<file path="src/rtl/axi_lite_arbiter_if.sv">
// AXI4-Lite channel bundle used for both requester ports and the shared slave port.
// "master" is the side that issues addresses/data, "slave" the side that answers.
interface axi_lite_arbiter_if;
  logic [31:0] ARdata;
  logic [2:0]  ARprot;
  logic        ARvalid;
  logic        ARready;
  logic [31:0] Rdata;
  logic        Rvalid;
  logic        Rready;
  logic [31:0] AWdata;
  logic [2:0]  AWprot;
  logic        AWvalid;
  logic        AWready;
  logic [31:0] Wdata;
  logic [3:0]  Wstrb;
  logic        Wvalid;
  logic        Wready;
  logic        Bvalid;
  logic        Bready;

  modport master (
    output ARdata, ARprot, ARvalid, input ARready,
    input  Rdata, Rvalid, output Rready,
    output AWdata, AWprot, AWvalid, input AWready,
    output Wdata, Wstrb, Wvalid, input Wready,
    input  Bvalid, output Bready
  );

  modport slave (
    input  ARdata, ARprot, ARvalid, output ARready,
    output Rdata, Rvalid, input Rready,
    input  AWdata, AWprot, AWvalid, output AWready,
    input  Wdata, Wstrb, Wvalid, output Wready,
    output Bvalid, input Bready
  );
endinterface

</file>
<file path="src/rtl/axi_lite_arbiter.sv">
// Two-master to one-slave AXI4-Lite arbiter. Reads and writes are arbitrated
// independently with round-robin priority and one outstanding transaction per
// direction. Payload passes straight through once a grant is held.
module axi_lite_arbiter (
  input  logic                    clk,
  input  logic                    rst,
  axi_lite_arbiter_if.slave       m0_if,
  axi_lite_arbiter_if.slave       m1_if,
  axi_lite_arbiter_if.master      s_if
);
  typedef enum logic [1:0] {RD_IDLE, RD_ADDR, RD_DATA} rdState_e;
  typedef enum logic [1:0] {WR_IDLE, WR_ADDR, WR_RESP} wrState_e;

  rdState_e rdState_q;
  logic     rdGrant_q;
  logic     rdPrio_q;
  wrState_e wrState_q;
  logic     wrGrant_q;
  logic     wrPrio_q;
  logic     awDone_q;
  logic     wDone_q;

  // Granted master's view of each channel (selected by the held grant)
  logic [31:0] gArData, gAwData, gWData;
  logic [2:0]  gArProt, gAwProt;
  logic [3:0]  gWStrb;
  logic        gArValid, gRReady, gAwValid, gWValid, gBReady;

  assign gArData  = rdGrant_q ? m1_if.ARdata  : m0_if.ARdata;
  assign gArProt  = rdGrant_q ? m1_if.ARprot  : m0_if.ARprot;
  assign gArValid = rdGrant_q ? m1_if.ARvalid : m0_if.ARvalid;
  assign gRReady  = rdGrant_q ? m1_if.Rready  : m0_if.Rready;
  assign gAwData  = wrGrant_q ? m1_if.AWdata  : m0_if.AWdata;
  assign gAwProt  = wrGrant_q ? m1_if.AWprot  : m0_if.AWprot;
  assign gAwValid = wrGrant_q ? m1_if.AWvalid : m0_if.AWvalid;
  assign gWData   = wrGrant_q ? m1_if.Wdata   : m0_if.Wdata;
  assign gWStrb   = wrGrant_q ? m1_if.Wstrb   : m0_if.Wstrb;
  assign gWValid  = wrGrant_q ? m1_if.Wvalid  : m0_if.Wvalid;
  assign gBReady  = wrGrant_q ? m1_if.Bready  : m0_if.Bready;

  // Phase decodes; a channel whose handshake already happened is closed off
  logic rdAddr, rdData, rdBusy, wrAddr, wrResp, wrBusy, awOpen, wOpen;
  assign rdAddr = (rdState_q == RD_ADDR);
  assign rdData = (rdState_q == RD_DATA);
  assign rdBusy = (rdState_q != RD_IDLE);
  assign wrAddr = (wrState_q == WR_ADDR);
  assign wrResp = (wrState_q == WR_RESP);
  assign wrBusy = (wrState_q != WR_IDLE);
  assign awOpen = wrAddr & ~awDone_q;
  assign wOpen  = wrAddr & ~wDone_q;

  // Channel-level ready/valid toward the slave and toward the granted master
  logic sArValid, sRReady, sAwValid, sWValid, sBReady;
  logic arReadyG, rValidG, awReadyG, wReadyG, bValidG;
  assign sArValid = rdAddr & gArValid;
  assign sRReady  = rdData & gRReady;
  assign sAwValid = awOpen & gAwValid;
  assign sWValid  = wOpen & gWValid;
  assign sBReady  = wrResp & gBReady;
  assign arReadyG = rdAddr & s_if.ARready;
  assign rValidG  = rdData & s_if.Rvalid;
  assign awReadyG = awOpen & s_if.AWready;
  assign wReadyG  = wOpen & s_if.Wready;
  assign bValidG  = wrResp & s_if.Bvalid;

  logic arHs, rHs, awHs, wHs, bHs;
  assign arHs = sArValid & s_if.ARready;
  assign rHs  = rValidG & sRReady;
  assign awHs = sAwValid & s_if.AWready;
  assign wHs  = sWValid & s_if.Wready;
  assign bHs  = bValidG & sBReady;

  // Slave-side outputs; payload is zero whenever the direction is idle
  assign s_if.ARdata  = rdBusy ? gArData : 32'h0;
  assign s_if.ARprot  = rdBusy ? gArProt : 3'h0;
  assign s_if.ARvalid = sArValid;
  assign s_if.Rready  = sRReady;
  assign s_if.AWdata  = wrBusy ? gAwData : 32'h0;
  assign s_if.AWprot  = wrBusy ? gAwProt : 3'h0;
  assign s_if.AWvalid = sAwValid;
  assign s_if.Wdata   = wrBusy ? gWData : 32'h0;
  assign s_if.Wstrb   = wrBusy ? gWStrb : 4'h0;
  assign s_if.Wvalid  = sWValid;
  assign s_if.Bready  = sBReady;

  // Master-side outputs; only the granted master ever sees ready/valid
  assign m0_if.ARready = arReadyG & ~rdGrant_q;
  assign m1_if.ARready = arReadyG &  rdGrant_q;
  assign m0_if.Rvalid  = rValidG  & ~rdGrant_q;
  assign m1_if.Rvalid  = rValidG  &  rdGrant_q;
  assign m0_if.Rdata   = s_if.Rdata;
  assign m1_if.Rdata   = s_if.Rdata;
  assign m0_if.AWready = awReadyG & ~wrGrant_q;
  assign m1_if.AWready = awReadyG &  wrGrant_q;
  assign m0_if.Wready  = wReadyG  & ~wrGrant_q;
  assign m1_if.Wready  = wReadyG  &  wrGrant_q;
  assign m0_if.Bvalid  = bValidG  & ~wrGrant_q;
  assign m1_if.Bvalid  = bValidG  &  wrGrant_q;

  // Read arbiter: grant on request, hold through AR and R, then hand priority over
  always_ff @(posedge clk or posedge rst) begin
    if (rst) begin
      rdState_q <= RD_IDLE;
      rdGrant_q <= 1'b0;
      rdPrio_q  <= 1'b0;
    end else begin
      case (rdState_q)
        RD_IDLE: begin
          if (m0_if.ARvalid | m1_if.ARvalid) begin
            rdGrant_q <= (m0_if.ARvalid & m1_if.ARvalid) ? rdPrio_q : m1_if.ARvalid;
            rdState_q <= RD_ADDR;
          end
        end
        RD_ADDR: begin
          if (arHs) rdState_q <= RD_DATA;
        end
        RD_DATA: begin
          if (rHs) begin
            rdState_q <= RD_IDLE;
            rdPrio_q  <= ~rdGrant_q;
          end
        end
        default: rdState_q <= RD_IDLE;
      endcase
    end
  end

  // Write arbiter: AW and W complete in any order, then wait for the B response
  always_ff @(posedge clk or posedge rst) begin
    if (rst) begin
      wrState_q <= WR_IDLE;
      wrGrant_q <= 1'b0;
      wrPrio_q  <= 1'b0;
      awDone_q  <= 1'b0;
      wDone_q   <= 1'b0;
    end else begin
      case (wrState_q)
        WR_IDLE: begin
          if (m0_if.AWvalid | m1_if.AWvalid) begin
            wrGrant_q <= (m0_if.AWvalid & m1_if.AWvalid) ? wrPrio_q : m1_if.AWvalid;
            wrState_q <= WR_ADDR;
          end
        end
        WR_ADDR: begin
          awDone_q <= awDone_q | awHs;
          wDone_q  <= wDone_q | wHs;
          if ((awDone_q | awHs) & (wDone_q | wHs)) wrState_q <= WR_RESP;
        end
        WR_RESP: begin
          if (bHs) begin
            wrState_q <= WR_IDLE;
            wrPrio_q  <= ~wrGrant_q;
            awDone_q  <= 1'b0;
            wDone_q   <= 1'b0;
          end
        end
        default: wrState_q <= WR_IDLE;
      endcase
    end
  end
endmodule

</file>
<file path="src/flat_wrapper.sv">
// flat-port wrapper written by rule: the top's interface ports become plain ports
module axi_lite_arbiter_flat 
  (clk, rst, m0_if_ARdata, m0_if_ARprot, m0_if_ARvalid, m0_if_ARready, m0_if_Rdata, m0_if_Rvalid, m0_if_Rready, m0_if_AWdata, m0_if_AWprot, m0_if_AWvalid, m0_if_AWready, m0_if_Wdata, m0_if_Wstrb, m0_if_Wvalid, m0_if_Wready, m0_if_Bvalid, m0_if_Bready, m1_if_ARdata, m1_if_ARprot, m1_if_ARvalid, m1_if_ARready, m1_if_Rdata, m1_if_Rvalid, m1_if_Rready, m1_if_AWdata, m1_if_AWprot, m1_if_AWvalid, m1_if_AWready, m1_if_Wdata, m1_if_Wstrb, m1_if_Wvalid, m1_if_Wready, m1_if_Bvalid, m1_if_Bready, s_if_ARdata, s_if_ARprot, s_if_ARvalid, s_if_ARready, s_if_Rdata, s_if_Rvalid, s_if_Rready, s_if_AWdata, s_if_AWprot, s_if_AWvalid, s_if_AWready, s_if_Wdata, s_if_Wstrb, s_if_Wvalid, s_if_Wready, s_if_Bvalid, s_if_Bready);
  axi_lite_arbiter_if m0_if_i ();
  axi_lite_arbiter_if m1_if_i ();
  axi_lite_arbiter_if s_if_i ();
  input  logic clk;
  input  logic rst;
  input wire logic [$bits(m0_if_i.ARdata)-1:0] m0_if_ARdata;
  input wire logic [$bits(m0_if_i.ARprot)-1:0] m0_if_ARprot;
  input wire logic [$bits(m0_if_i.ARvalid)-1:0] m0_if_ARvalid;
  output wire logic [$bits(m0_if_i.ARready)-1:0] m0_if_ARready;
  output wire logic [$bits(m0_if_i.Rdata)-1:0] m0_if_Rdata;
  output wire logic [$bits(m0_if_i.Rvalid)-1:0] m0_if_Rvalid;
  input wire logic [$bits(m0_if_i.Rready)-1:0] m0_if_Rready;
  input wire logic [$bits(m0_if_i.AWdata)-1:0] m0_if_AWdata;
  input wire logic [$bits(m0_if_i.AWprot)-1:0] m0_if_AWprot;
  input wire logic [$bits(m0_if_i.AWvalid)-1:0] m0_if_AWvalid;
  output wire logic [$bits(m0_if_i.AWready)-1:0] m0_if_AWready;
  input wire logic [$bits(m0_if_i.Wdata)-1:0] m0_if_Wdata;
  input wire logic [$bits(m0_if_i.Wstrb)-1:0] m0_if_Wstrb;
  input wire logic [$bits(m0_if_i.Wvalid)-1:0] m0_if_Wvalid;
  output wire logic [$bits(m0_if_i.Wready)-1:0] m0_if_Wready;
  output wire logic [$bits(m0_if_i.Bvalid)-1:0] m0_if_Bvalid;
  input wire logic [$bits(m0_if_i.Bready)-1:0] m0_if_Bready;
  input wire logic [$bits(m1_if_i.ARdata)-1:0] m1_if_ARdata;
  input wire logic [$bits(m1_if_i.ARprot)-1:0] m1_if_ARprot;
  input wire logic [$bits(m1_if_i.ARvalid)-1:0] m1_if_ARvalid;
  output wire logic [$bits(m1_if_i.ARready)-1:0] m1_if_ARready;
  output wire logic [$bits(m1_if_i.Rdata)-1:0] m1_if_Rdata;
  output wire logic [$bits(m1_if_i.Rvalid)-1:0] m1_if_Rvalid;
  input wire logic [$bits(m1_if_i.Rready)-1:0] m1_if_Rready;
  input wire logic [$bits(m1_if_i.AWdata)-1:0] m1_if_AWdata;
  input wire logic [$bits(m1_if_i.AWprot)-1:0] m1_if_AWprot;
  input wire logic [$bits(m1_if_i.AWvalid)-1:0] m1_if_AWvalid;
  output wire logic [$bits(m1_if_i.AWready)-1:0] m1_if_AWready;
  input wire logic [$bits(m1_if_i.Wdata)-1:0] m1_if_Wdata;
  input wire logic [$bits(m1_if_i.Wstrb)-1:0] m1_if_Wstrb;
  input wire logic [$bits(m1_if_i.Wvalid)-1:0] m1_if_Wvalid;
  output wire logic [$bits(m1_if_i.Wready)-1:0] m1_if_Wready;
  output wire logic [$bits(m1_if_i.Bvalid)-1:0] m1_if_Bvalid;
  input wire logic [$bits(m1_if_i.Bready)-1:0] m1_if_Bready;
  output wire logic [$bits(s_if_i.ARdata)-1:0] s_if_ARdata;
  output wire logic [$bits(s_if_i.ARprot)-1:0] s_if_ARprot;
  output wire logic [$bits(s_if_i.ARvalid)-1:0] s_if_ARvalid;
  input wire logic [$bits(s_if_i.ARready)-1:0] s_if_ARready;
  input wire logic [$bits(s_if_i.Rdata)-1:0] s_if_Rdata;
  input wire logic [$bits(s_if_i.Rvalid)-1:0] s_if_Rvalid;
  output wire logic [$bits(s_if_i.Rready)-1:0] s_if_Rready;
  output wire logic [$bits(s_if_i.AWdata)-1:0] s_if_AWdata;
  output wire logic [$bits(s_if_i.AWprot)-1:0] s_if_AWprot;
  output wire logic [$bits(s_if_i.AWvalid)-1:0] s_if_AWvalid;
  input wire logic [$bits(s_if_i.AWready)-1:0] s_if_AWready;
  output wire logic [$bits(s_if_i.Wdata)-1:0] s_if_Wdata;
  output wire logic [$bits(s_if_i.Wstrb)-1:0] s_if_Wstrb;
  output wire logic [$bits(s_if_i.Wvalid)-1:0] s_if_Wvalid;
  input wire logic [$bits(s_if_i.Wready)-1:0] s_if_Wready;
  input wire logic [$bits(s_if_i.Bvalid)-1:0] s_if_Bvalid;
  output wire logic [$bits(s_if_i.Bready)-1:0] s_if_Bready;
  assign m0_if_i.ARdata = m0_if_ARdata;
  assign m0_if_i.ARprot = m0_if_ARprot;
  assign m0_if_i.ARvalid = m0_if_ARvalid;
  assign m0_if_ARready = m0_if_i.ARready;
  assign m0_if_Rdata = m0_if_i.Rdata;
  assign m0_if_Rvalid = m0_if_i.Rvalid;
  assign m0_if_i.Rready = m0_if_Rready;
  assign m0_if_i.AWdata = m0_if_AWdata;
  assign m0_if_i.AWprot = m0_if_AWprot;
  assign m0_if_i.AWvalid = m0_if_AWvalid;
  assign m0_if_AWready = m0_if_i.AWready;
  assign m0_if_i.Wdata = m0_if_Wdata;
  assign m0_if_i.Wstrb = m0_if_Wstrb;
  assign m0_if_i.Wvalid = m0_if_Wvalid;
  assign m0_if_Wready = m0_if_i.Wready;
  assign m0_if_Bvalid = m0_if_i.Bvalid;
  assign m0_if_i.Bready = m0_if_Bready;
  assign m1_if_i.ARdata = m1_if_ARdata;
  assign m1_if_i.ARprot = m1_if_ARprot;
  assign m1_if_i.ARvalid = m1_if_ARvalid;
  assign m1_if_ARready = m1_if_i.ARready;
  assign m1_if_Rdata = m1_if_i.Rdata;
  assign m1_if_Rvalid = m1_if_i.Rvalid;
  assign m1_if_i.Rready = m1_if_Rready;
  assign m1_if_i.AWdata = m1_if_AWdata;
  assign m1_if_i.AWprot = m1_if_AWprot;
  assign m1_if_i.AWvalid = m1_if_AWvalid;
  assign m1_if_AWready = m1_if_i.AWready;
  assign m1_if_i.Wdata = m1_if_Wdata;
  assign m1_if_i.Wstrb = m1_if_Wstrb;
  assign m1_if_i.Wvalid = m1_if_Wvalid;
  assign m1_if_Wready = m1_if_i.Wready;
  assign m1_if_Bvalid = m1_if_i.Bvalid;
  assign m1_if_i.Bready = m1_if_Bready;
  assign s_if_ARdata = s_if_i.ARdata;
  assign s_if_ARprot = s_if_i.ARprot;
  assign s_if_ARvalid = s_if_i.ARvalid;
  assign s_if_i.ARready = s_if_ARready;
  assign s_if_i.Rdata = s_if_Rdata;
  assign s_if_i.Rvalid = s_if_Rvalid;
  assign s_if_Rready = s_if_i.Rready;
  assign s_if_AWdata = s_if_i.AWdata;
  assign s_if_AWprot = s_if_i.AWprot;
  assign s_if_AWvalid = s_if_i.AWvalid;
  assign s_if_i.AWready = s_if_AWready;
  assign s_if_Wdata = s_if_i.Wdata;
  assign s_if_Wstrb = s_if_i.Wstrb;
  assign s_if_Wvalid = s_if_i.Wvalid;
  assign s_if_i.Wready = s_if_Wready;
  assign s_if_i.Bvalid = s_if_Bvalid;
  assign s_if_Bready = s_if_i.Bready;
  axi_lite_arbiter u_core (.clk(clk), .rst(rst), .m0_if(m0_if_i), .m1_if(m1_if_i), .s_if(s_if_i));
endmodule
</file>
<file path="config.mk">
export PLATFORM = sky130hd
export DESIGN_NAME = axi_lite_arbiter_flat
export DESIGN_NICKNAME = d
export VERILOG_FILES = /design/src/rtl/axi_lite_arbiter_if.sv /design/src/rtl/axi_lite_arbiter.sv /design/src/flat_wrapper.sv
export SDC_FILE = /design/constraint.sdc
export NUM_CORES = 1
export LEC_CHECK = 0
export ABC_AREA = 0
export CAP_MARGIN = 20
export CELL_PAD_IN_SITES_DETAIL_PLACEMENT = 0
export CELL_PAD_IN_SITES_GLOBAL_PLACEMENT = 1
export CORE_AREA = 4 4 171 173
export DETAILED_ROUTE_END_ITERATION = 6
export DIE_AREA = 0 0 175 177
export PLACE_DENSITY = 0.7
export SYNTH_ARGS = -nofsm -noshare
export SYNTH_HDL_FRONTEND = slang
export SYNTH_SLANG_ARGS = --single-unit
export TNS_END_PERCENT = 1
</file>
<file path="constraint.sdc">
create_clock -name clk -period 2.9 [get_ports clk]
set_input_delay 0.435 -clock clk [delete_from_list [all_inputs] [get_ports clk]]
set_output_delay 0.435 -clock clk [all_outputs]
set_load 0.02 [all_outputs]
</file>
==> results of run 1 <==
-- path summary, 6_finish.rpt --
kind                       cells past startpoint                to
hold / removal                                 2   u_core.rdPrio_q
setup / recovery                               4    s_if_AWprot[2]
hold reg to reg                                2   u_core.rdPrio_q
min in group clk                               2   u_core.rdPrio_q
setup reg to reg                               3    u_core.wDone_q
max in group asynchronous                      2  u_core.wrGrant_q
-- cell usage after synthesis (all sizes together) --
master	instances	area share
mux2	2	0.0097
nor2b	3	0.0070
nand2	6	0.0083
nand3b	2	0.0056
a31oi	2	0.0046
o31ai	1	0.0028
or2	1	0.0023
nor3b	3	0.0083
nor3	2	0.0037
mux2i	109	0.40
a311oi	1	0.0056
inv	5	0.0070
clkbuf	11	0.015
a22o	2	0.0065
a32o	1	0.0037
o21ai	4	0.0074
and2	2	0.0046
a31o	4	0.013
dfrtp	10	0.093
buf	79	0.21
nor2	120	0.17
a21oi	2	0.0037
o22ai	1	0.0023
o32ai	1	0.0032
-- cells by family (layout without fill, tap and decap cells) --
kind of cell           Yosys count  count (layout)
AND/OR/NAND/NOR                139             139
multiplexers                   111             111
buffers and inverters           95             370
AO/OA/AOI/OAI                   19              19
flip-flops                      10              10
-- flip-flops by register name, indices dropped and copies added (netlist names) --
signal,flops
u_core.wrGrant_q,1
u_core.awDone_q,1
u_core.wDone_q,1
u_core.rdPrio_q,1
u_core.wrState_q,2
u_core.rdGrant_q,1
u_core.rdState_q,2
u_core.wrPrio_q,1
-- power breakdown --
group          switching, mW  leakage (nW)  total (mW)  internal, mW
clock                 0.0654        0.0442       0.273         0.207
combinational           2.55          2.37        4.95          2.40
sequential             0.211         0.115       0.421         0.210
-- cell usage in the layout, fill, tap and decap left out, drive strengths merged --
cell type        n
a311oi           1
nor3             2
a21oi            2
clkbuf           4
a32o             1
o31ai            1
dfrtp           10
o22ai            1
o32ai            1
a31o             4
nand2            6
nor2b            3
nor3b            3
or2              1
and2             2
buf             12
nor2           120
o21ai            4
inv              5
mux2i          109
a31oi            2
a22o             2
nand3b           2
mux2             2
clkdlybuf4s50  349
-- final cells by class --
| cell class | count | area, um^2 | area share |
|---|---|---|---|
| clock buffer | 4 | 88.8 | 0.0141 |
| timing repair buffer | 361 | 3630 | 0.577 |
| sequential | 10 | 255 | 0.0405 |
| inverter | 5 | 18.8 | 0.00298 |
| tap | 378 | 473 | 0.0751 |
| multi-input combinational | 269 | 1830 | 0.290 |
-- metal layers --
metal | wire, um | GRT usage | vias to the layer above
met2 | 9070 | 0.199 | 286
met5 | 0 | 0 | -
met3 | 2400 | 0.0506 | 2
li1 | - | - | 1738
met4 | 6 | 0.00426 | 0
met1 | 7220 | 0.123 | 1596
-- metrics by stage --
| step | utilization | instance area (um^2) |
|---|---|---|
| global route | 0.228 | 6300 |
| CTS | 0.228 | 6300 |
| finish | 0.228 | 6300 |
| global placement | 0.225 | 6210 |
| floorplan | - | 2700 |
| detailed placement | 0.225 | 6210 |
==> flow_summary.toml, run 1 <==
[status]
status = "finished clean"

[worst_hold_path]
hold_class = "input port to async pin"

[grt]
grt_pass1_wl_mm = 25.8
grt_pass1_vias = 3882
gr-total-overflow = 0
groute.usage.overall = 0.109
grt_max_degree = 52
antenna_found_initial = 0

[logic_synthesis]
mappedNetlistArea_um2 = 2700
yosysWarnings = 0
synth_fa_ha_area_frac = 0
synth_cell_type_count = 30
syn-num-nets = 635
synth_top_family_by_area = "multiplexers"
syn_area_per_cell_um2 = 7.22
synthMuxAreaShare = 0.414
synthCells = 374
yosysSeqAreaShare = 0.0927
synth-seq-cells = 10
synth_compound_area_frac = 0.0528
synth_simple_gate_area_frac = 0.208
synth-xor-area-share = 0

[worst_setup_path]
r2r_setup_slack_ns = 1.02
worst_setup_path_end_kind = "output pin"
critical_path_peak_fanout = 36
path_buf_inv = 2
worst-setup-path-type = "register to output pin"
critPathSlowestCell = "dfrtp_4"
start_kind = "register"
r2r-start = "u_core.wrGrant_q"
critPathLaunch = "u_core.wrGrant_q"
arrival_ns = 2.31
critPathMaxStageDelay_ns = 0.81
worstPathRequired_ns = 2.47
cpLargestDelayFamily = "buffers and inverters"
worstPathCellList = "buf_12 > mux2i_1 > nor2_1 > clkdlybuf4s50_1"

[route]
wire_per_inst_um = 18.2
dr.pass1.iters = 4
drc = 0
antenna_left = 0
viasPerCell = 3.53
drt_iter0_markers = 90
via_count = 3622
wl_mm = 18.7

[cts]
cts_inserted_buffers = 3
clkTransAtPathRegs_ns = 0.04
cts_hold_buf = 0
postCtsSetupBuffers = 0
clock-root-buffer = "clkbuf_16"
cts_sinks = 10
cts_resized = 0
clk-insertion-delay-late_ns = 0.24
htree_levels = 1
cts_tree = "yes"
cts.path.max_buffers = 2

[finish]
diodes = 0
synthToLayoutAreaGrowth_pct = 133
drive_gt1_frac = 0.0385
final_nets = 911
stdcell_count = 1027
n_fill_cell = 3096

[placed_design]
gp_congestion = 0.753
hpwlAfterDp_mm = 16.5
place.port_buffers = 349
pre_cts_slack_ns = 0.370
placed_cells = 1023

[power]
powerDensity_nw_per_um2 = 895
leakage_nw = 2.53
power_mw = 5.64
peakVddDrop_v = 0.000412

[timing]
max_freq_ghz = 0.364
rsz0062_at_grt = "false"
worst_slew_pin_slew_ns = 0.633
slew_violations = 0
finalSetupViolCount = 0
finalHoldViolCount = 0
tns_ns = 0
period_share = 0.946
setup_slack_ns = 0.156
period_needed_ns = 2.74
clock_skew_ns = 0.000183
worst_hold_slack_ns = 0.488
relSlewSlack = 0.578

[floorplanning]
row_count = 61
core_um2 = 27600
die-area_um2 = 31000
die_x_um = 175
io_pins = 446
fp.dieH_um = 177
initial_core_util = 0.0977

[job]
drv_cap = 0
No activity file was read; power rests on OpenSTA's default activity.
==> run 2: changes to the inputs <==
CAP_MARGIN = 5   (was 20)
==> results of run 2 <==
No change in the layout: final DEF, timing and power equal those of run 1.
